[config.mk]
export PLATFORM = sky130hd
export DESIGN_NAME = dispatch_queue
export DESIGN_NICKNAME = d
export VERILOG_FILES = /design/src/rtl/dispatch_queue_pkg.sv /design/src/rtl/dispatch_queue_demux.sv /design/src/rtl/dispatch_queue.sv
export SDC_FILE = /design/constraint.sdc
export NUM_CORES = 1
export LEC_CHECK = 0
export BUFFER_PORTS_ARGS = -buffer_cell sky130_fd_sc_hd__buf_4
export CAP_MARGIN = 40
export CORE_ASPECT_RATIO = 1.1
export CORE_MARGIN = 2
export CORE_UTILIZATION = 40
export DETAILED_ROUTE_END_ITERATION = 8
export MAX_ROUTING_LAYER = met4
export PLACE_DENSITY = 0.62
export SETUP_SLACK_MARGIN = 0.2
export SYNTH_ARGS = -nofsm -noshare
export SYNTH_HDL_FRONTEND = slang
export SYNTH_SLANG_ARGS = --single-unit
[constraint.sdc]
create_clock -name clk -period 3 [get_ports clk]
set_input_delay 0.3 -clock clk [delete_from_list [all_inputs] [get_ports clk]]
set_output_delay 0.3 -clock clk [all_outputs]
set_load 0.02 [all_outputs]
[src/rtl/dispatch_queue_pkg.sv]
// Shared definitions for the dispatch queue: default widths and the sizing helpers
// used to derive pointer and occupancy widths from the FIFO depth.
// No logic lives here; the entry struct is declared in the top from these widths.
package dispatch_queue_pkg;

  localparam int DQ_CONTROL_DEF    = 2;
  localparam int DQ_DATA_WIDTH_DEF = 32;
  localparam int DQ_DEPTH_DEF      = 4;

  // Pointer width for a power-of-two depth; a 1-entry FIFO still needs one bit.
  function automatic int dq_ptr_w(input int depth);
    return (depth <= 1) ? 1 : $clog2(depth);
  endfunction

  // Occupancy must represent 0..DEPTH inclusive, so full and empty stay distinct.
  function automatic int dq_cnt_w(input int depth);
    return $clog2(depth + 1);
  endfunction

endpackage

[src/rtl/dispatch_queue_demux.sv]
// Purpose : 1-to-2**CONTROL demultiplexer; i_inp appears on lane i_sel, zeros elsewhere.
// Ports   : i_sel (lane index), i_inp (payload), o_out (unpacked array of lanes).
// Latency : purely combinational; no flow control of its own.
module dispatch_queue_demux
  import dispatch_queue_pkg::*;
#(
  parameter int CONTROL = DQ_CONTROL_DEF,
  parameter int WIDTH   = DQ_DATA_WIDTH_DEF
) (
  input  logic [CONTROL-1:0] i_sel,
  input  logic [WIDTH-1:0]   i_inp,
  output logic [WIDTH-1:0]   o_out [2**CONTROL]
);

  always_comb begin
    for (int i = 0; i < 2**CONTROL; i++) begin
      o_out[i] = (i_sel == CONTROL'(i)) ? i_inp : '0;
    end
  end

endmodule

[src/rtl/dispatch_queue.sv]
// Purpose : in-order request FIFO whose head is steered to one of 2**CONTROL consumers.
// Latency : 1 cycle push-to-present (no bypass); 1 request/cycle sustained when head consumer ready.
// Backpr. : in_ready depends only on occupancy; a stalled head blocks every later entry.
// Ports   : clk/reset (async, active-high), flush (sync clear), in_valid/in_ready/in_data/in_dest
//           producer side, out_valid/out_ready/out_data per-destination consumer side, count occupancy.
module dispatch_queue
  import dispatch_queue_pkg::*;
#(
  parameter  int CONTROL    = DQ_CONTROL_DEF,
  parameter  int DATA_WIDTH = DQ_DATA_WIDTH_DEF,
  parameter  int DEPTH      = DQ_DEPTH_DEF,
  localparam int NDEST      = 2**CONTROL,
  localparam int CNT_W      = dq_cnt_w(DEPTH)
) (
  input  logic                  clk,
  input  logic                  reset,
  input  logic                  flush,
  input  logic                  in_valid,
  output logic                  in_ready,
  input  logic [DATA_WIDTH-1:0] in_data,
  input  logic [CONTROL-1:0]    in_dest,
  output logic [NDEST-1:0]      out_valid,
  input  logic [NDEST-1:0]      out_ready,
  output logic [DATA_WIDTH-1:0] out_data [NDEST],
  output logic [CNT_W-1:0]      count
);

  localparam int PTR_W = dq_ptr_w(DEPTH);

  typedef struct packed {
    logic [CONTROL-1:0]    dest;
    logic [DATA_WIDTH-1:0] data;
  } dq_entry_t;

  // Storage is deliberately not reset; occupancy alone decides what is valid.
  dq_entry_t        r_mem [DEPTH];
  logic [PTR_W-1:0] r_wr_ptr;
  logic [PTR_W-1:0] r_rd_ptr;
  logic [CNT_W-1:0] r_count;

  dq_entry_t             w_head;
  logic                  w_nonempty;
  logic                  w_push;
  logic                  w_pop;
  logic [DATA_WIDTH-1:0] w_head_data;
  logic [0:0]            w_vld_lane [NDEST];

  assign w_head     = r_mem[r_rd_ptr];
  assign w_nonempty = (r_count != '0);
  assign in_ready   = (r_count != CNT_W'(DEPTH));
  assign count      = r_count;

  assign w_push = in_valid & in_ready;
  // Only the lane the head is steered to may pop it; other out_ready bits are ignored.
  // w_nonempty masks the never-written storage read while empty.
  assign w_pop  = w_nonempty & out_ready[w_head.dest];

  // Zero the payload when empty so every lane reads zero, independent of stale storage.
  assign w_head_data = w_nonempty ? w_head.data : '0;

  always_ff @(posedge clk) begin
    if (w_push && !flush) begin
      r_mem[r_wr_ptr] <= '{dest: in_dest, data: in_data};
    end
  end

  always_ff @(posedge clk or posedge reset) begin
    if (reset) begin
      r_wr_ptr <= '0;
      r_rd_ptr <= '0;
      r_count  <= '0;
    end else if (flush) begin
      // Flush wins over any push/pop in the same cycle; an offered request is dropped.
      r_wr_ptr <= '0;
      r_rd_ptr <= '0;
      r_count  <= '0;
    end else begin
      // Pointers are exactly log2(DEPTH) bits, so the increment wraps naturally.
      if (w_push) r_wr_ptr <= r_wr_ptr + PTR_W'(1);
      if (w_pop)  r_rd_ptr <= r_rd_ptr + PTR_W'(1);
      case ({w_push, w_pop})
        2'b10:   r_count <= r_count + CNT_W'(1);
        2'b01:   r_count <= r_count - CNT_W'(1);
        default: r_count <= r_count;
      endcase
    end
  end

  dispatch_queue_demux #(
    .CONTROL (CONTROL),
    .WIDTH   (DATA_WIDTH)
  ) u_data_demux (
    .i_sel (w_head.dest),
    .i_inp (w_head_data),
    .o_out (out_data)
  );

  dispatch_queue_demux #(
    .CONTROL (CONTROL),
    .WIDTH   (1)
  ) u_valid_demux (
    .i_sel (w_head.dest),
    .i_inp (w_nonempty),
    .o_out (w_vld_lane)
  );

  always_comb begin
    out_valid = '0;
    for (int i = 0; i < NDEST; i++) begin
      out_valid[i] = w_vld_lane[i][0];
    end
  end

  a_valid_onehot: assert property (@(posedge clk) disable iff (reset) $onehot0(out_valid));
  a_count_bound:  assert property (@(posedge clk) disable iff (reset) r_count <= CNT_W'(DEPTH));
  a_valid_iff:    assert property (@(posedge clk) disable iff (reset)
                                   ((out_valid != '0) == w_nonempty));

endmodule

---- Word-level counts from Yosys, hierarchy flattened ----
Memories as Yosys holds them, arrays and structs flattened.
Cells that the tools add are included.
cells by class
  add/subtract/negate cells ............... 4
  $lt $le $gt $ge ......................... 1
  equality and inequality tests ........... 6
  mux-type cells .......................... 19
  bitwise logic cells ..................... 2
  reductions and logical operators ........ 7
operators with widths
  cell                 number
  $mux 32              5
  $mux 2               4
  $mux 1               7
  $eq 2x2->1 const B   3
  $pmux 3 s2           1
  $reduce_bool 3->1    2
  $add 2x1->2 const B  2
  $eq 2x1->1 const B   2
  $reduce_bool 2->1    2
  $add 3x1->3 const B  1
  $lt 2x3->1 const B   1
  $mux 3               1
  $ne 3x3->1 const B   1
  $sub 3x1->3 const B  1
  $and 1x1->1          2
  $bmux 1 s2           1
  $logic_not 2->1      1
  $logic_and 1x1->1    1
  $logic_not 1->1      1
word-level totals
  register bits after elaboration ......... 7
  RAM bits ................................ 136
  bits of input ports ..................... 42
  output and inout bits ................... 136
  logic and storage cells ................. 43
  memories kept ........................... 1
memory list
  name   depth  width  rd ports  clocked after Yosys merged registers in  wr ports  RTL line              text
  r_mem  4      34     1         0                                        1         dispatch_queue.sv:36  dq_entry_t r_mem [DEPTH];

---- Logic depth before layout (Yosys ltp) ----
Gate-level depths: netlist of run 1.
An unclocked memory read counts as a cell.
  depth in word-level cells ............... 7
  depth in mapped cells ................... 9
  depth with buffers taken out ............ 8

---- Cells and area by module ----
A second synthesis of run 1 with hierarchy kept.
unflattened totals
  cells, all modules ...................... 430
  area total of the unflattened synthesis .. 6951.7 um^2
modules (own cells, without submodules)
  module                                 times used  cells an instance  area an instance (um^2)  sequential area each (um^2)
  dispatch_queue                         1           270                5640.4                   4259.1
  dispatch_queue_demux at u_data_demux   1           156                1273.7                   0.0
  dispatch_queue_demux at u_valid_demux  1           4                  37.5                     0.0

---- Worst setup path after synthesis of run 1 ----
Ideal clock, no wire load.
  kind .................................... register to register
  start ................................... register r_rd_ptr[0]
  end ..................................... register r_count[2] (netlist: count[2])
  library setup time ...................... 125 ps
  arrival ................................. 2500 ps
  required time ........................... 2875 ps
  setup slack ............................. 375 ps
  cell stages (with the launch flop) ...... 10
  buffers on the path ..................... 1
  period minus slack after synthesis ...... 2625 ps
  cell sequence ........................... dfrtp_1 > buf_6 > mux4_2 > mux2i_2 > o22a_2 > a21oi_1 > fa_1 > and3_1 > mux2i_1 > mux2_2
on the way
  cells in the longest elaborated chain, start to end .. 7
  elaborated cells between the ends (all ways) .. 9
  classes of those cells .................. eq/ne (2); mux (4); bitwise (1); reduce/logical (1); memory (1)
ends and longest elaborated chain
  what                                      RTL line              text
  start, declared                           dispatch_queue.sv:38  logic [PTR_W-1:0] r_rd_ptr;
  start signal, assigned                    dispatch_queue.sv:80  if (w_pop) r_rd_ptr <= r_rd_ptr + PTR_W'(1);
  $mem_v2 4x34 *                            n/a
  $bmux 1 s2 *                              dispatch_queue.sv:56  assign w_pop = w_nonempty & out_ready[w_head.dest];
  $mux 1 (implied by the code) *            dispatch_queue.sv:56
  $and 1x1->1 *                             dispatch_queue.sv:56
  $eq 2x1->1 or $eq 2x2->1 (tied branches)  dispatch_queue.sv:81  case ({w_push, w_pop})
  $pmux 3 s2                                dispatch_queue.sv:81
  $mux 3                                    dispatch_queue.sv:72  end else if (flush) begin
  end signal, assigned                      dispatch_queue.sv:82  2'b10: r_count <= r_count + CNT_W'(1);
  end signal, assigned                      dispatch_queue.sv:83  2'b01: r_count <= r_count - CNT_W'(1);
  end signal, assigned                      dispatch_queue.sv:84  default: r_count <= r_count;
  end, declared                             dispatch_queue.sv:39  logic [CNT_W-1:0] r_count;
Every way passes the cells marked *; elsewhere a longest branch is shown, timed or not. The select of a mux whose other input is x is not followed.
A chain may end at the register's enable or synchronous reset.

---- Worst setup path after layout of run 1 ----
Ends and elaborated chain as after synthesis.

==> results of run 1 <==
==> final cells by class <==
type                            count  area, µm²
Timing Repair Buffer              198       1530
Multi-Input combinational cell    210       1940
Tap cell                          200        250
Sequential cell                   143       4260
Clock inverter                     15        219
Fill cell                        1280       6910
Inverter                            5       18.8
Clock buffer                       17        425
==> cells by family (layout without fill, tap and decap cells) <==
kind of cell             Yosys count  in the layout
AND/OR/NAND/NOR                  155            155
buffers and inverters             26            235
flip-flops                       143            143
multiplexers                      40             40
AO/OA/AOI/OAI                      7              7
XOR/XNOR                           3              3
adder cells (fa/ha/maj)            5              5
==> critical path: stages (launching register included) <==
cell     delay [ns]
dfrtp_2        0.40
mux4_2         0.59
mux2i_2        0.26
o22a_2         0.25
a21oi_1        0.06
fa_1           0.38
and3_1         0.16
mux2i_1        0.14
mux2_2         0.35
==> stage by stage <==
| stage | util, % | power [mW] | std cells | hold slack, ns |
|---|---|---|---|---|
| after global routing | 55.6 | 7.33 | 788 | 0.0569 |
| after detailed placement | 51.1 | 4.78 | 749 | 0.274 |
| after global placement | 51.1 | 4.74 | 749 | 0.264 |
| after CTS | 55.5 | 7.07 | 786 | 0.0557 |
| after floorplan | - | 3.82 | 379 | 0.103 |
| final | 55.6 | 7.00 | 788 | 0.0758 |
==> worst paths after layout <==
kind	slack [ns]	cells past startpoint	start	to
max in group asynchronous	2.35	3	reset	r_rd_ptr[0]$_DFFE_PP0P_
min reg2reg	0.60	2	r_wr_ptr[1]$_DFFE_PP0P_	r_wr_ptr[1]$_DFFE_PP0P_
min in group asynchronous	0.40	3	reset	count[1]$_DFFE_PP0P_
max reg2reg	0.30	8	r_rd_ptr[0]$_DFFE_PP0P_	count[2]$_DFFE_PP0P_
min	0.08	1	in_data[2]	r_mem[3][2]$_DFFE_PP_
max	0.30	8	r_rd_ptr[0]$_DFFE_PP0P_	count[2]$_DFFE_PP0P_
==> layout by cell type, fill, tap and decap left out, types with 2 or more instances in the layout <==
cell type   netlist  routed
nor2_2            0       3
clkinv_2          0       3
edfxtp_1        136     136
and2_2            0       4
bufinv_16         0       5
dfrtp_1           7       5
buf_4             0     193
ha_1              4       4
nor2b_1           2       2
clkinvlp_4        0       2
nand2b_1          3       3
clkinv_4          0       4
xnor2_1           2       2
nand2_1           3       3
mux4_2           34      34
inv_1             5       5
and2_1          132     128
a21oi_1           4       4
buf_12            0       3
mux2i_1           3       3
nor2_1           10       6
dfrtp_2           0       2
clkbuf_16         0      17
==> synth_stat cells, types with 2 or more instances <==
library cell  instances  area (µm²)
edfxtp_1            136        4080
and2_1              132         826
nor2_1               10        37.5
dfrtp_1               7         175
ha_1                  4        50.1
inv_1                 5        18.8
clkbuf_1             16        60.1
mux4_2               34         766
mux2i_1               3        30.0
buf_1                 2        7.51
a21oi_1               4        20.0
nor2b_1               2        12.5
nand2b_1              3        18.8
nand2_1               3        11.3
xnor2_1               2        17.5
==> per-layer routing <==
| layer | part of all wire, % | wire length, µm |
|---|---|---|
| met2 | 53 | 7630 |
| met4 | 2.2 | 310 |
| met5 | 0 | 0 |
| met1 | 41 | 5900 |
| met3 | 3.8 | 548 |
==> state kept, by name, indices dropped and copies added, names as in the netlist <==
register and cells:
r_mem 136, count 3, r_rd_ptr 2, r_wr_ptr 2
==> report_power, final <==
| part | leakage, nW | switching, mW | total (mW) | internal, mW |
|---|---|---|---|---|
| sequential | 1.33 | 0.0614 | 2.40 | 2.34 |
| clock | 0.310 | 0.780 | 2.25 | 1.47 |
| combinational | 1.78 | 1.31 | 2.35 | 1.04 |
==> timing repair <==
action,in CTS,in global routing
buffers inserted,4,2
gates resized for setup,2,0
pin swaps,1,0
hold buffers,1,0
endpoints found under the hold margin,7,0
endpoints found under the setup margin,101,1
==> key figures, run 1 <==
STA
  – Setup TNS: 0 ns
  – Endpoints failing hold: 0
  – Final worst-path cycle share: 89.9%
  – Final WS setup: 0.303 ns
  – Max Transition Viols Final: 0
  – Final setup viols: 0
  – Clk_skew: 0.00685 ns
  – RSZ-0062 raised after global routing: no
  – Max Freq: 371 MHz
  – Relative slew slack: 64.7%
  – Final min period: 2.70 ns
  – Worst-Margin Slew: 0.530 ns

Global route
  – First-pass GRT wire length: 21,900 µm
  – Largest net degree at the start of global routing: 33
  – Met2 global-route usage: 30.7%
  – GR Layer Usage met1: 22.0%
  – GRT Max-Usage Layer: met2
  – Antenna violations before repair: 0
  – Routing usage on met3: 4.29%
  – Gr usage total: 18.7%
  – Vias in the first global route: 3,958
  – GRT overflow: 0

Logic synthesis
  – Simple-gate share of the synthesized area: 14.9%
  – Syn Nets: 426
  – Synth Instances: 379
  – Avg Inst Size Synth: 16.6 µm²
  – Largest family of logic cells by synthesized area: simple AND/OR/NAND/NOR gates
  – Sequential share of the synthesized area: 67.7%
  – Post-synth top flop: edfxtp_1
  – Post-synthesis adder-cell area fraction: 1.11%
  – Register bit total from synthesis: 143
  – Number of enable flip-flop cells after synthesis: 136
  – Post-synthesis cell area: 6290 µm²
  – Synth Area in Compound Gates: 0.756%
  – Count of different cell masters after synthesis: 31
  – Post-synthesis xor/xnor area fraction: 0.537%
  – Synth warnings: 0
  – Async SR Flop Fraction: 4.90%
  – Post-synthesis mux area share: 13.3%

Detailed routing
  – Pre-antenna DRT Iters: 4
  – Final wirelength: 14,400 µm
  – Vias: 3,842
  – Initial DRC count: 211
  – Vias per cell: 4.88
  – Avg WL per Cell: 18.3 µm
  – Final ANT Viol Nets: 0
  – Detailed-route DRC error count: 0

Placement
  – I/O Buffers: 177
  – Post-DP Area: 7940 µm²
  – Routability cong.: 0.802
  – Worst slack, placed: 0.193 ns
  – Post-DP HPWL: 9690 µm

CTS
  – H-tree levels: 4
  – Worst skew pair latency: 0.42 ns
  – Clock sinks: 143
  – Clk root buf: clkbuf_16
  – Clock transition at path regs: 0.06 ns
  – Max clock buf depth: 2
  – Num CTS Buffers: 17
  – CTS tree: built

Final layout
  – Layout cell share with drive strength beyond 1: 47.4%
  – Antenna diode count: 0
  – NumNets Final: 622
  – Area Overhead vs Synth: 37.5%
  – Post-Layout Inst Area: 8650 µm²

Die
  – IO Pins: 178
  – Die extent in y: 136 µm
  – Core region area: 15,600 µm²
  – Die Footprint: 16,700 µm²
  – Rows: 48
  – Initial Util: 40.4%
  – Chip Width: 124 µm

Power and ir drop
  – Maximum vdd drop: 0.405 mV
  – Leak Pwr: 3.41 nW
  – Power Density: 810 nW/µm²

Worst setup path
  – Critical path data arrival time: 3.00 ns
  – Crit path launch type: flop
  – Worst Path Required: 3.30 ns
  – CP Capture Type: flop
  – Worst-path fanout max: 4
  – Setup Crit Path Kind: flop to flop

Worst hold path
  – Hold WC Path Type: input pin to flop

Flow run
  – Max-cap viol count: 0

Outcome
  – Status: finished, final reports clean
(Power assumes the default switching activity.)
==> inputs of run 2 (changes only) <==
--- a/config.mk
+++ b/config.mk
@@ -5,10 +5,10 @@
 export SDC_FILE = /design/constraint.sdc
 export NUM_CORES = 1
 export LEC_CHECK = 0
+export ABC_AREA = 1
 export BUFFER_PORTS_ARGS = -buffer_cell sky130_fd_sc_hd__buf_4
 export CAP_MARGIN = 40
 export CORE_ASPECT_RATIO = 1.1
-export CORE_MARGIN = 2
 export CORE_UTILIZATION = 40
 export DETAILED_ROUTE_END_ITERATION = 8
 export MAX_ROUTING_LAYER = met4
==> key figures, run 2 <==
Detailed routing
  – Final wirelength: 16,800 µm (+17%)
  – Pre-antenna DRT Iters: 5 (+1)
  – Vias: 5,027 (+31%)
  – Detailed-route DRC error count: 0 (unchanged)
  – Avg WL per Cell: 17.1 µm (-6.2%)
  – Vias per cell: 5.12 (+5.1%)
  – Final ANT Viol Nets: 0 (unchanged)
  – Initial DRC count: 338 (+60%)

Logic synthesis
  – Post-synthesis cell area: 6280 µm² (-0.18%)
  – Synth cell count leaders: nor2_1, edfxtp_1, o21ai_0, nand2_1, o22ai_1
  – Number of enable flip-flop cells after synthesis: 136 (unchanged)
  – Post-synth top area share: 65.0% (+0.12 points)
  – Synth top area cells: edfxtp_1, nor2_1, o21ai_0
  – Sequential share of the synthesized area: 67.8% (+0.12 points)
  – Count of different cell masters after synthesis: 25 (-19%)
  – Avg Inst Size Synth: 10.7 µm² (-36%)
  – Dominant cell by count in the synthesized netlist: nor2_1
  – Synth warnings: 0 (unchanged)
  – Post-synth top area cell: edfxtp_1
  – Post-synth top flop: edfxtp_1
  – Async SR Flop Fraction: 4.90% (unchanged)
  – Register bit total from synthesis: 143 (unchanged)
  – Syn Nets: 636 (+49%)
  – Synth Instances: 589 (+55%)

Global route
  – Vias in the first global route: 4,899 (+24%)
  – Gr usage total: 21.8% (+3.1 points)
  – GRT overflow: 0 (unchanged)
  – First-pass GRT wire length: 25,700 µm (+18%)
  – Largest net degree at the start of global routing: 55 (+67%)
  – Antenna violations before repair: 0 (unchanged)

Worst setup path
  – Worst Path Required: 2.70 ns (-0.60 ns)
  – Worst-path fanout max: 54 (+50)
  – Crit path from: r_rd_ptr[0]$_DFFE_PP0P_
  – Setup Crit Path Kind: flop to output pin
  – Critical path data arrival time: 2.39 ns (-0.61 ns)
  – CP Capture Type: output pin
  – Crit path launch type: flop
  – Worst r2r src: r_rd_ptr[1]$_DFFE_PP0P_

CTS
  – Num CTS Buffers: 17 (unchanged)
  – Worst skew pair latency: 0.41 ns (about the same)
  – CTS tree: built
  – Max clock buf depth: 2 (unchanged)
  – Clock sinks: 143 (unchanged)
  – Clk root buf: clkbuf_16
  – Clock transition at path regs: 0.06 ns (about the same)
  – H-tree levels: 4 (unchanged)

STA
  – Setup TNS: 0 ns (unchanged)
  – Final min period: 2.69 ns (-0.00966 ns)
  – Final worst-path cycle share: 89.6% (-0.32 points)
  – Max Freq: 372 MHz (+0.36%)
  – Final WS setup: 0.313 ns (+0.00966 ns)
  – Max Transition Viols Final: 0 (unchanged)
  – Hold_ws: 0.0890 ns (+0.0132 ns)
  – Relative slew slack: 61.4% (-3.2 points)
  – RSZ-0062 raised after global routing: no
  – Clk_skew: 0.00857 ns (+0.00172 ns)
  – Endpoints failing hold: 0 (unchanged)
  – Worst-Margin Slew: 0.577 ns (+0.0472 ns)
  – Final setup viols: 0 (unchanged)

Die
  – Core region area: 15,200 µm² (-2.5%)
  – Die extent in y: 133 µm (-1.6%)
  – Chip Width: 121 µm (-1.7%)
  – IO Pins: 178 (unchanged)
  – Rows: 47 (-2.1%)
  – Initial Util: 41.4% (+0.95 points)
  – Die Footprint: 16,200 µm² (-3.2%)

Placement
  – Post-DP HPWL: 11,200 µm (+15%)
  – Post-DP Area: 7910 µm² (-0.43%)
  – Worst slack, placed: 0.528 ns (+0.335 ns)
  – Routability cong.: 0.804 (+0.22%)
  – I/O Buffers: 177 (unchanged)

Worst hold path
  – Hold WC Path Type: input pin to flop
  – Worst Hold Launch: in_data[7]

Final layout
  – Largest register FFs: 136 (unchanged)
  – Area Overhead vs Synth: 35.9%
  – Layout cell share with drive strength beyond 1: 32.4% (-15 points)
  – Post-Layout Inst Area: 8540 µm² (-1.3%)
  – Fillers: 1,278 (-0.16%)
  – Most common cell after layout, fill and taps aside: nor2_1
  – Biggest register: r_mem
  – Most frequent cells in the layout: nor2_1, buf_4, edfxtp_1, o21ai_0, nand2_1
  – Antenna diode count: 0 (unchanged)
  – NumNets Final: 820 (+32%)

Flow run
  – Max-cap viol count: 0 (unchanged)

Power and ir drop
  – Leak Pwr: 3.45 nW (+1.1%)
  – Maximum vdd drop: 0.428 mV (+5.8%)
  – PnR Total Power: 8.28 mW (+18%)
  – Power Density: 970 nW/µm² (+20%)

Outcome
  – Status: finished, final reports clean
==> run 2: changes by cell type after synthesis, sizes merged, moves of 10 or more <==
cell,previous run,this run
nand2,3,64
nand3,1,11
mux4,34,0
o22ai,1,32
inv,5,19
and2,132,0
nor2,10,202
o21ai,1,70
buf,4,14
==> run 2: final timing paths <==
| path | end | slack [ns] | depth (start not counted) |
|---|---|---|---|
| min in group asynchronous | count[1]$_DFFE_PP0P_ | 0.39 | 3 |
| max in group asynchronous | r_rd_ptr[0]$_DFFE_PP0P_ | 2.35 | 3 |
| setup reg to reg | count[2]$_DFFE_PP0P_ | 0.53 | 17 |
| hold reg to reg | r_wr_ptr[0]$_DFFE_PP0P_ | 0.55 | 1 |
| hold / removal | r_mem[2][7]$_DFFE_PP_ | 0.09 | 1 |
| setup / recovery | out_data[126] | 0.31 | 7 |
==> run 2: cell families (layout without fill, tap and decap cells) <==
kind of cell	count (synthesis)	count (layout)	share of synthesized area, %
buf+inv	55	251	3.67
xor+xnor	1	1	0.139
flops	143	143	67.8
simple gates	281	281	18.2
fa+ha+maj	5	5	1.12
compound gates	104	104	9.05
==> run 2: what timing repair did <==
| action | CTS | global route |
|---|---|---|
| endpoints found under the setup margin | 42 | 84 |
| hold buffers | 1 | 0 |
| endpoints found under the hold margin | 7 | 0 |
| setup buffers | 0 | 0 |
| resized for setup | 1 | 5 |
==> run 2: where the power goes <==
part | switching [mW] | total [mW] | internal [mW]
clock network | 0.763 | 2.14 | 1.37
registers | 0.0557 | 2.37 | 2.32
logic | 2.56 | 3.77 | 1.21
total | 3.38 | 8.28 | 4.90
==> run 2: area by class of cell <==
| cell class | count | area (µm²) | area share [%] |
|---|---|---|---|
| inverters | 20 | 75.1 | 0.879 |
| repair buffers | 200 | 1530 | 17.9 |
| clock buffers | 18 | 429 | 5.03 |
| well taps | 196 | 245 | 2.87 |
| clock inverters | 13 | 171 | 2.01 |
| multi-input cells | 391 | 1830 | 21.4 |
| flip-flops and latches | 143 | 4260 | 49.9 |
==> run 2: worst max-delay path, stage by stage (launching register included) <==
cell	delay [ns]
dfrtp_2	0.42
inv_2	0.28
buf_6	0.40
o21ai_0	0.15
o22ai_1	0.21
nand2_1	0.15
nor2_1	0.16
buf_4	0.17
==> run 2: metrics by stage <==
stage | std cells | utilization, %
floorplan | 589 | -
global placement | 949 | 52.1
detailed placement | 949 | 52.1
CTS | 981 | 56.2
global route | 981 | 56.3
finish | 981 | 56.3
==> run 2: routing by layer <==
layer  global-route usage, %  vias up  wire [µm]
met2                    36.9      161       8820
met5                       -        -          0
met3                    3.51       22        738
li1                        -     2390          -
met4                    6.79        0        244
met1                    26.5     2454       7000
